[src/rtl/display_ctrl_pkg.sv]
// display_ctrl_pkg: shared types for the six-digit display and its owner scheduler
package display_ctrl_pkg;

    typedef logic [5:0][3:0] bcdPac_t;

    typedef enum logic [1:0] {
        ST_OFF,
        ST_GAP,
        ST_OP,
        ST_SET
    } disp_state_t;

    typedef enum logic [1:0] {
        SRC_NONE,
        SRC_O,
        SRC_S
    } disp_src_t;

    // Counter width for a modulus n, never narrower than one bit
    function automatic int cnt_w(input int n);
        return n > 1 ? $clog2(n) : 1;
    endfunction

endpackage

[src/rtl/blink_gen.sv]
// blink_gen: square-wave visibility phase, BLINK_HALF cycles visible then BLINK_HALF dark
module blink_gen
    import display_ctrl_pkg::*;
#(
    parameter int BLINK_HALF = 25_000_000
) (
    input  logic clk,
    input  logic rst,
    input  logic blink_en,
    output logic vis
);

    localparam int W = cnt_w(BLINK_HALF);
    localparam logic [W-1:0] LAST = W'(BLINK_HALF - 1);

    logic [W-1:0] cnt;

    // Free-running half-period counter; idle phase is always visible
    always_ff @(posedge clk) begin
        if (rst || !blink_en) begin
            cnt <= '0;
            vis <= 1'b1;
        end else if (cnt == LAST) begin
            cnt <= '0;
            vis <= ~vis;
        end else begin
            cnt <= cnt + 1'b1;
        end
    end

endmodule

[src/rtl/display_ctrl.sv]
// display_ctrl: picks the display owner, inserts a blank gap on hand-over, idle-blanks and blinks
module display_ctrl
    import display_ctrl_pkg::*;
#(
    parameter int TIMEOUT    = 500_000_000,
    parameter int BLINK_HALF = 25_000_000
) (
    input  logic       clk,
    input  logic       rst,
    input  logic       setup_mode,
    input  logic       upd_o,
    input  logic       upd_s,
    input  logic       blink_en,
    output logic       enable_o,
    output logic       enable_s,
    output logic [1:0] active_src
);

    localparam int IW = cnt_w(TIMEOUT);
    localparam logic [IW-1:0] IDLE_LAST = IW'(TIMEOUT - 1);

    disp_state_t   state, state_nx;
    logic [IW-1:0] idle;
    logic          setup_q;
    logic          upd;
    logic          timeout;
    logic          vis;

    assign upd     = upd_o | upd_s;
    assign timeout = (idle == IDLE_LAST) && !upd;

    // State register plus the setup_mode history used for edge detection in OFF
    always_ff @(posedge clk) begin
        if (rst) begin
            state   <= ST_OFF;
            setup_q <= 1'b0;
        end else begin
            state   <= state_nx;
            setup_q <= setup_mode;
        end
    end

    // Ownership transitions; every owner change passes through the one-cycle GAP
    always_comb begin
        state_nx = state;
        case (state)
            ST_OFF:  if (upd || (setup_mode && !setup_q)) state_nx = ST_GAP;
            ST_GAP:  state_nx = setup_mode ? ST_SET : ST_OP;
            ST_OP:   state_nx = setup_mode ? ST_GAP : (timeout ? ST_OFF : ST_OP);
            ST_SET:  if (!setup_mode) state_nx = ST_GAP;
            default: state_nx = ST_OFF;
        endcase
    end

    // Idle counter: cleared by any update or the GAP, counts only while operational, saturates
    always_ff @(posedge clk) begin
        if (rst || upd || state == ST_GAP) begin
            idle <= '0;
        end else if (state == ST_OP && idle != IDLE_LAST) begin
            idle <= idle + 1'b1;
        end
    end

    blink_gen #(
        .BLINK_HALF(BLINK_HALF)
    ) u_blink (
        .clk     (clk),
        .rst     (rst),
        .blink_en(blink_en),
        .vis     (vis)
    );

    // Enables and owner tag decode purely from registered state
    always_comb begin
        enable_o   = (state == ST_OP) && vis;
        enable_s   = (state == ST_SET) && vis;
        active_src = state == ST_OP ? SRC_O : (state == ST_SET ? SRC_S : SRC_NONE);
    end

endmodule

[config.mk]
export PLATFORM = sky130hd
export DESIGN_NAME = display_ctrl
export DESIGN_NICKNAME = d
export VERILOG_FILES = /design/src/rtl/display_ctrl_pkg.sv /design/src/rtl/blink_gen.sv /design/src/rtl/display_ctrl.sv
export SDC_FILE = /design/constraint.sdc
export NUM_CORES = 1
export LEC_CHECK = 0
export CORE_UTILIZATION = 26
export CTS_CLUSTER_SIZE = 10
export DETAILED_ROUTE_END_ITERATION = 6
export SLEW_MARGIN = 20
export SYNTH_ARGS = -nofsm -noshare
export SYNTH_HDL_FRONTEND = slang
export SYNTH_SLANG_ARGS = --single-unit
[constraint.sdc]
create_clock -name clk -period 4.6 [get_ports clk]
set_input_delay 0.46 -clock clk [delete_from_list [all_inputs] [get_ports clk]]
set_output_delay 0.46 -clock clk [all_outputs]
set_load 0.02 [all_outputs]
## Word-level counts from Yosys, hierarchy flattened

Cells that the tools add are included.

| word-level totals | value |
|---|---|
| register bits | 58 |
| input port bits | 6 |
| output and inout bits | 4 |
| word-level logic and storage cells | 40 |

| operators by class | value |
|---|---|
| add/subtract/negate cells | 2 |
| equal/unequal tests | 8 |
| multiplexer cells | 8 |
| bitwise logic cells | 2 |
| reductions and logical operators | 15 |

Operators by type and width:

| operator | number |
|---|---|
| 29-bit by 1-bit adder with 29-bit output, second input constant | 1 |
| 29-bit equality test, second input constant | 1 |
| 29-bit != test, second input constant | 1 |
| 25-bit by 1-bit adder with 25-bit output, second input constant | 1 |
| 25-bit equality test, second input constant | 1 |
| 2-bit 2-to-1 mux | 6 |
| 2-bit case mux with 4 select lines | 1 |
| 1-bit logical AND | 5 |
| 2-bit equality test, second input constant | 2 |
| 1-bit logical OR | 4 |
| 2-bit != test, second input constant | 2 |
| 1-bit zero test | 3 |
| 2-bit by 1-bit equality test with 1-bit output, second input constant | 1 |
| 2-bit zero test | 1 |
| 2-bit AND reduction | 1 |
| 2-bit OR reduction | 1 |
| 1-bit 2-to-1 mux | 1 |
| 1-bit inverter | 1 |
| 1-bit bitwise OR | 1 |

## Depth between registers and ports, before layout

Gate-level depths: netlist (run 1).

| logic depth | value |
|---|---|
| depth in word-level cells | 6 |
| mapped depth | 7 |
| mapped depth without buffers | 7 |

## By module

A second synthesis (run 1) with hierarchy kept.

| second synthesis, totals | value |
|---|---|
| cell total of the unflattened synthesis | 337 |
| area total of the unflattened synthesis | 2895.3 um2 |

Modules (own cells, without submodules):

| module | instances | cells each | area an instance (um2) | sequential area each (um2) |
|---|---|---|---|---|
| display_ctrl | 1 | 196 | 1700.4 | 640.6 |
| blink_gen | 1 | 141 | 1194.9 | 520.5 |

## Worst setup path before layout (run 1)

Ideal clock, no wire load.

| path | value |
|---|---|
| kind | reg2reg |
| start point | register state[0] |
| end point | register idle[28] |
| setup time | 62 ps |
| data arrival time | 1936 ps |
| data required time | 4538 ps |
| setup slack | 2602 ps |
| stages on the path, launching flop included | 8 |
| buffers on the path | 0 |
| period minus slack after synthesis | 1998 ps |
| cells stage by stage | dfxtp_1 inv_1 ha_1 inv_1 nor3b_2 nand3_1 or4_1 nand2_1 |

| on the way | value |
|---|---|
| cells in the longest elaborated chain, start to end | 2 |
| elaborated cells between the ends (all ways) | 4 |
| classes of those cells | eq/ne (2); reduce/logical (2) |

Ends and longest elaborated chain:

| what | RTL line | text |
|---|---|---|
| start: declaration | display_ctrl.sv:22 | `disp_state_t state, state_nx;` |
| start signal: assignment | display_ctrl.sv:38 | `state <= state_nx;` |
| 2-bit equality test / 2-bit by 1-bit equality test with 1-bit output (equally long branches) | display_ctrl.sv:59, display_ctrl.sv:57 |  |
| 1-bit logical AND / 1-bit logical OR (equally long branches) | display_ctrl.sv:59, display_ctrl.sv:57 |  |
| end signal: assignment | display_ctrl.sv:60 | `idle <= idle + 1'b1;` |
| end: declaration | display_ctrl.sv:23 | `logic [IW-1:0] idle;` |

Parallel ways exist; a longest one is shown, timed or not.
A chain may end at the register's enable or synchronous reset.

## Final worst setup path (run 1)

| path | value |
|---|---|
| start point | register state[0] |
| end point | output port enable_o |

| on the way | value |
|---|---|
| cells in the longest elaborated chain, start to end | 2 |

Ends and longest elaborated chain:

| what | RTL line | text |
|---|---|---|
| 2-bit equality test | display_ctrl.sv:75 | `enable_o = (state == ST_OP) && vis;` |
| 1-bit logical AND | display_ctrl.sv:75 |  |
| end: declaration | display_ctrl.sv:14 | `output logic enable_o,` |

No other way between the ends.

==> results.cfg, run 1 <==
[timing]
fin_crit_ps = 2370
fmax_ghz = 0.422
final.setup.tns_ps = 0
max_slew_margin_pct = 35.7
hold_viol_final = 0
rsz0062_at_grt = false
fin_skew_ps = 12.7
tightest_slew_ps = 962
setup_viol = 0
final-max-slew-violation-count = 0
fin_crit_sh_pct = 51.5

[clocking]
cts_max_level = 3
clockBufferDepth = 2
post-cts-setup-buffers = 0
clkTransAtPathRegs_ps = 60
numCtsBuffers = 9
cts_resized = 0
tritoncts = done
clock_latency_ps = 340
clock_sinks = 58
hold_buffers = 0
cts_root_buf = clkbuf_8

[power]
p_leak_nw = 1.10
clock_power_share_pct = 48.2
p_per_area_nw_per_um2 = 339
switching_share_pct = 21.6
ir_drop_uv = 218
power.switching_uw = 239
p_seq_share_pct = 46.4
p_int_uw = 863
combPwrFrac_pct = 5.3

[critical_path]
required_ps = 4140
worst-path-buf-inv = 2
endpoint_kind = primary output
start_kind = flip-flop
worstPathCellList = inv_1 > ha_1 > and2_1 > clkdlybuf4s50_1
slowest_delay_ps = 620
slowest_stage = clkdlybuf4s50_1
crit_family = buffers and inverters
path_class = reg -> out
crit_arrival_ps = 1910
path_max_fanout = 6

[final_layout]
nFillCells = 1088
syn_to_final_growth_pct = 15.7
seqCellArea_um2 = 1160
layout-drive-gt1-share_pct = 7.35
multiInputGateArea_um2 = 1570
num_antenna_cells = 0
final_area_um2 = 3250
finalNetCount = 348

[outcome]
outcome = completed

[route]
drc_errors = 0
via_count = 2269
drtAntennaViolNets = 0
drt-pass1-iter-count = 6
routed_wl_um = 5580
drtIter0Drc = 119
avgViaCountPerCell = 4.77
wl_per_cell_um = 11.7

[synth]
synthCells = 323
netlist_area_um2 = 2810
syn-num-nets = 336
synth_edf_count = 0
synthFlopType = dfxtp_1
yosysMostFrequentCell = dfxtp_1
synth_cell_types = 44
yosysTopAreaCell = dfxtp_1
ys_seq_elements = 58
ys_seq_area_share_pct = 41.3
async_reset_ff_share_pct = 0
synth_common_cells = 58 x dfxtp_1, 47 x nor2_1, 27 x nand2_1
synth_top_cell_area_share_pct = 41.3
synth_area_leaders = dfxtp_1 41%, xor2_1 6.9%, nor2_1 6.3%
ys_warn_count = 0
avgSynthCellArea_um2 = 8.70

[global_route]
grt-ovfl-total = 0
grt_max_degree = 29
grt_pass1_vias = 2146
antenna_found_initial = 0
grt_pass1_wl_um = 9540
grtUsageTotal_pct = 10.7

[floorplanning]
die_area_um2 = 11200
dieHeight_um = 106
die_x_um = 106
initial_core_util_pct = 27.0
ios = 10
rows = 37
core_um2 = 10400

[hold_path]
hp-class = reg -> reg

[placed_design]
globalplace.congestion = 0.760
port_buffers = 9
dp_hpwl_um = 3820
place_area_um2 = 3020

[job]
drv_cap = 0
[logic make-up (layout without fill, tap and decap cells)]
kind of cell / Yosys count / after routing / synth area share, %
adder cells (fa/ha/maj): 7 / 7 / 3.12
AND/OR/NAND/NOR: 163 / 163 / 31.5
XOR/XNOR: 34 / 34 / 10.6
buffers and inverters: 16 / 33 / 2.94
AO/OA/AOI/OAI: 45 / 45 / 10.6
flip-flops: 58 / 58 / 41.3
[worst paths after layout]
check,from,cells after the start,endpoint,slack (ps)
setup reg to reg,u_blink.cnt[6],5,u_blink.cnt[21],2260
hold reg to reg,idle[19],2,idle[19],480
hold / removal,idle[19],2,idle[19],480
setup / recovery,state[0],4,enable_o,2230
[area by class of cell]
class | instances | area share [%]
clock buffer | 12 | 4.77
clock inverter | 4 | 2.27
inverter | 7 | 0.808
multi-input combinational | 249 | 48.2
sequential | 58 | 35.7
tap | 136 | 5.23
timing repair buffer | 10 | 3.00
[stage by stage]
step                setup WS, ps  std cells  util (%)  power, mW  hold slack (ps)
floorplan                   2600        323         -      0.563              436
global placement            2090        460      29.0      0.582              454
global route                2030        476      31.2       1.15              515
CTS                         2200        476      31.2       1.12              487
finish                      2230        476      31.2       1.10              480
detailed placement          2020        460      29.0      0.582              471
[power by group through the flow]
stage	Sequential (mW)	Combinational [mW]	Clock [mW]
finish	0.511	0.0589	0.531
global route	0.512	0.0647	0.572
CTS	0.511	0.0597	0.547
detailed placement	0.523	0.0592	0
global placement	0.523	0.0591	0
floorplan	0.522	0.0414	0
[placed cells by master (no fill, tap or decap), types with 3 or more instances in the layout]
cell,count
a21oi_1,14
o21ai_0,12
nor3_1,4
nand4_1,13
inv_1,7
a31oi_1,4
clkbuf_8,11
and4_1,3
nor4b_1,4
ha_1,7
nand3_1,22
nor2_1,47
nand2_1,27
and3_1,10
or3_1,10
clkdlybuf4s50_1,9
or4_1,4
and2_1,3
dfxtp_1,58
xnor2_1,12
xor2_1,22
a41o_1,3
nor4_1,4
[state kept, by name (all words and copies together) (netlist names)]
signal / count
u_blink.cnt: 25
u_blink.vis: 1
setup_q: 1
idle: 29
state: 2
[routing by layer]
layer	global-route usage [%]	wire, um	part of all wire [%]	up-vias
met5	0	0	0	-
met4	6.25	83	1.5	0
met3	2.21	112	2.0	6
met2	17.2	2580	46	25
met1	13.3	2800	50	1064
li1	-	-	-	1174
[tightest hold or removal path, delay by kind of cell (launching register included)]
| family | cells | cell delay [ps] |
|---|---|---|
| flip-flops | 1 | 310 |
| AO/OA/AOI/OAI | 2 | 130 |
(Power assumes the default switching activity.)
==> run 2: changes to the inputs <==
==> constraint.sdc (replaced) <==
create_clock -name clk -period 2.2 [get_ports clk]
set_input_delay 0.22 -clock clk [delete_from_list [all_inputs] [get_ports clk]]
set_output_delay 0.22 -clock clk [all_outputs]
set_load 0.02 [all_outputs]
==> results.cfg, run 2 (synthesis results as in run 1) <==
[outcome]
outcome = completed

[final_layout]
finalNetCount = 358
regMostFlops = idle
syn_to_final_growth_pct = 20.6
multiInputGateArea_um2 = 1580
seqCellArea_um2 = 1160
layout_common_cells = 58 x dfxtp_1, 47 x nor2_1, 27 x nand2_1, 22 x xor2_1, 21 x nand3_1
layout-drive-gt1-share_pct = 10.3
final_core_util_pct = 32.6
largest_reg_flops = 29
final_cell_count_no_fill = 486
num_antenna_cells = 0
nFillCells = 1063
final_common_cell = dfxtp_1
top_regs = idle: 29 flops, u_blink.cnt: 25 flops, state: 2 flops

[power]
combPwrFrac_pct = 5.4
ir_drop_uv = 352
p_per_area_nw_per_um2 = 743
power.switching_uw = 510
clock_power_share_pct = 52.2
p_seq_share_pct = 42.5
p_leak_nw = 1.17
switching_share_pct = 20.2
p_int_mw = 2.01

[clocking]
clock_latency_ps = 340
cts_max_level = 3
clockBufferDepth = 2
numCtsBuffers = 9
clock_sinks = 58
tritoncts = done
clkTransAtPathRegs_ps = 70
hold_buffers = 0
cts_root_buf = clkbuf_8

[placed_design]
globalplace.congestion = 0.788
port_buffers = 9
placed_cells = 470
dp_hpwl_um = 4100

[floorplanning]
initial_core_util_pct = 27.0
die_area_um2 = 11200
ios = 10
rows = 37
dieHeight_um = 106
die_x_um = 106
core_um2 = 10400

[route]
drtIter0Drc = 124
via_count = 2335
drt-pass1-iter-count = 4
drc_errors = 0
avgViaCountPerCell = 4.80
routed_wl_um = 5840
drtAntennaViolNets = 0
wl_per_cell_um = 12.0

[hold_path]
hp-class = in -> reg

[critical_path]
start_kind = flip-flop
crit_arrival_ps = 1890
required_ps = 1980
path_max_fanout = 6
path_class = reg -> out
endpoint_kind = primary output

[global_route]
antenna_found_initial = 0
grt_pass1_wl_um = 10300
grt_pass1_vias = 2256
grt_max_degree = 26
grtUsageTotal_pct = 11.5
grt-ovfl-total = 0

[timing]
fin_crit_ps = 2110
final-max-slew-violation-count = 0
fin_skew_ps = 8.10
tightest_slew_ps = 463
rsz0062_at_grt = false
hold_viol_final = 0
setup_viol = 0
max_slew_margin_pct = 69.0
whs_ps = 434
fmax_ghz = 0.473
final.setup.tns_ps = 0
fin_crit_sh_pct = 96.0

[job]
drv_cap = 0
-- run 2: worst paths after layout --
| path | startpoint | end | slack [ps] | cells past startpoint |
|---|---|---|---|---|
| worst max-delay path | state[0] | enable_o | 90 | 4 |
| worst min-delay path | blink_en | u_blink.vis | 430 | 2 |
| worst max register to register | idle[0] | idle[14] | 200 | 6 |
| worst min register to register | u_blink.cnt[0] | u_blink.cnt[0] | 480 | 1 |
-- run 2: per-stage QoR --
stage | total power [mW] | setup WS [ps] | cell area [um2]
5_1_grt | 2.63 | 25.5 | 3390
3_5_place_dp | 1.23 | 90.9 | 3110
2_1_floorplan | 1.18 | 202 | 2810
4_1_cts | 2.56 | 66.5 | 3380
3_3_place_gp | 1.22 | 190 | 3110
6_report | 2.52 | 87.1 | 3390
-- run 2: cell type report --
cell class	count	area share, %
clock inverter	5	3.69
inverter	7	0.775
multi-input combinational	249	46.6
tap	136	5.02
clock buffer	11	4.17
timing repair buffer	20	5.46
sequential	58	34.2
-- run 2: power by group through the flow --
stage | clock (mW) | combinational [mW] | sequential (mW)
4_1_cts | 1.35 | 0.136 | 1.07
3_5_place_dp | 0 | 0.134 | 1.09
5_1_grt | 1.41 | 0.152 | 1.07
2_1_floorplan | 0 | 0.0866 | 1.09
3_3_place_gp | 0 | 0.132 | 1.09
6_report | 1.31 | 0.136 | 1.07
-- run 2: metal layers --
layer  part of all wire [%]  GRT usage, %  vias up  wire length (um)
met5                      0             0        -                 0
met4                    2.1          5.95        0               125
met3                    2.2          2.64       11               128
met2                     45          17.9       21              2630
met1                     51          14.8     1101              2960
li1                       -             -     1202                 -
-- run 2: critical path: stages, from the launching register on --
cell and delay (ps):
dfxtp_1 360, inv_1 110, ha_1 300, and2_1 190
clkdlybuf4s50_1 610
-- run 2: what timing repair did --
item | CTS | global route
gates resized for setup | 0 | 2
setup endpoints to repair | 0 | 15
buffers inserted | 0 | 0
==> run 3: changes to the inputs <==
--- a/config.mk
+++ b/config.mk
@@ -5,7 +5,7 @@
 export SDC_FILE = /design/constraint.sdc
 export NUM_CORES = 1
 export LEC_CHECK = 0
-export CORE_UTILIZATION = 26
+export CORE_UTILIZATION = 45
 export CTS_CLUSTER_SIZE = 10
 export DETAILED_ROUTE_END_ITERATION = 6
 export SLEW_MARGIN = 20
==> results.cfg, run 3 (synthesis results as in run 1) <==
[clocking]
clock_latency_ps = 330
clock_sinks = 58
clockBufferDepth = 2
post-cts-setup-buffers = 0
hold_buffers = 0
tritoncts = done
clkTransAtPathRegs_ps = 70
numCtsBuffers = 9
cts_root_buf = clkbuf_8
cts_resized = 0
cts_max_level = 3

[placed_design]
globalplace.congestion = 0.767
dp_hpwl_um = 3800
port_buffers = 9
place_ws_ps = 90.3

[critical_path]
rrSetupSlack_ps = 80
reg2reg_to = idle[14]
worst-r2r-cell-count = 6
required_ps = 2420
start_kind = flip-flop
crit_arrival_ps = 2340
path_max_fanout = 8
cp-startpoint = idle[0]
path_class = reg -> reg
worstSetupEndpoint = idle[14]
endpoint_kind = flip-flop
timing.rr.start = idle[0]

[timing]
final-max-slew-violation-count = 0
max_slew_margin_pct = 66.9
fin_crit_ps = 2120
rsz0062_at_grt = false
setup_ws_ps = 79.7
final.setup.tns_ps = 0
fin_skew_ps = 8.96
fmax_ghz = 0.472
fin_crit_sh_pct = 96.4
setup_viol = 0
tightest_slew_ps = 495
hold_viol_final = 0

[global_route]
grt-ovfl-total = 0
grtUsageTotal_pct = 18.0
grt_pass1_wl_um = 9140
antenna_found_initial = 0
grt_max_degree = 26
grt_pass1_vias = 2074

[floorplanning]
rows = 28
die_x_um = 81.0
core_um2 = 5990
dieHeight_um = 81.0
ios = 10
die_area_um2 = 6570
initial_core_util_pct = 46.9

[power]
power.switching_uw = 498
p_leak_nw = 1.14
ir_drop_uv = 292
switching_share_pct = 23.6
clock_power_share_pct = 43.0
p_int_mw = 1.61
p_per_area_nw_per_um2 = 652
combPwrFrac_pct = 6.2
p_seq_share_pct = 50.8
finalPower_mw = 2.11

[final_layout]
top_regs = idle: 29 flops, u_blink.cnt: 25 flops, state: 2 flops
final_common_cell = dfxtp_1
num_antenna_cells = 0
finalNetCount = 359
nFillCells = 541
syn_to_final_growth_pct = 15.0
largest_reg_flops = 29
regMostFlops = idle
layout_common_cells = 58 x dfxtp_1, 47 x nor2_1, 27 x nand2_1, 22 x nand3_1, 22 x xor2_1
final_core_util_pct = 53.9
layout-drive-gt1-share_pct = 10.5

[outcome]
outcome = completed

[route]
avgViaCountPerCell = 5.42
drtAntennaViolNets = 0
routed_wl_um = 5490
via_count = 2310
drc_errors = 0
drtIter0Drc = 112
drt-pass1-iter-count = 4
wl_per_cell_um = 12.9

[job]
drv_cap = 0

[hold_path]
hp-class = in -> reg
## run 3: layout make-up
| type | instances | area [um2] | area share, % |
|---|---|---|---|
| Sequential cell | 58 | 1160 | 35.9 |
| Inverter | 7 | 26.3 | 0.813 |
| Clock buffer | 12 | 165 | 5.11 |
| Clock inverter | 4 | 25.0 | 0.774 |
| Multi-Input combinational cell | 249 | 1570 | 48.5 |
| Timing Repair Buffer | 21 | 193 | 5.96 |
| Tap cell | 75 | 93.8 | 2.90 |
## run 3: power by group through the flow
stage,clock (mW),combinational [mW],sequential (mW)
5_1_grt,0.975,0.144,1.07
3_3_place_gp,0,0.130,1.09
3_5_place_dp,0,0.131,1.09
2_1_floorplan,0,0.0866,1.09
6_report,0.906,0.131,1.07
4_1_cts,0.936,0.131,1.07
## run 3: critical path: stages (launching register included)
cell	delay (ps)
dfxtp_1	380
ha_1	200
nand3_1	290
or2_2	410
a211oi_4	380
a31oi_1	140
a41o_1	210
## run 3: worst min path at each step
stage	from	to	slack, ps	depth (start not counted)
2_1_floorplan	rst	setup_q	290	1
3_3_place_gp	u_blink.cnt[0]	u_blink.cnt[0]	460	1
3_5_place_dp	u_blink.cnt[0]	u_blink.cnt[0]	470	1
4_1_cts	blink_en	u_blink.vis	430	2
5_1_grt	blink_en	u_blink.vis	440	2
6_report	blink_en	u_blink.vis	440	2
## run 3: stage by stage
step	instance area, um2	instances	hold slack (ps)
floorplan	2810	323	292
global placement	3040	410	460
detailed placement	3040	410	471
CTS	3230	426	430
global route	3230	426	443
finish	3230	426	437
## run 3: layer usage
metal | routed length [um] | vias up | global-route usage (%)
met3 | 211 | 10 | 3.71
met4 | 87 | 0 | 8.57
met1 | 2970 | 1056 | 24.4
li1 | - | 1197 | -
met5 | 0 | - | 0
met2 | 2220 | 47 | 27.1
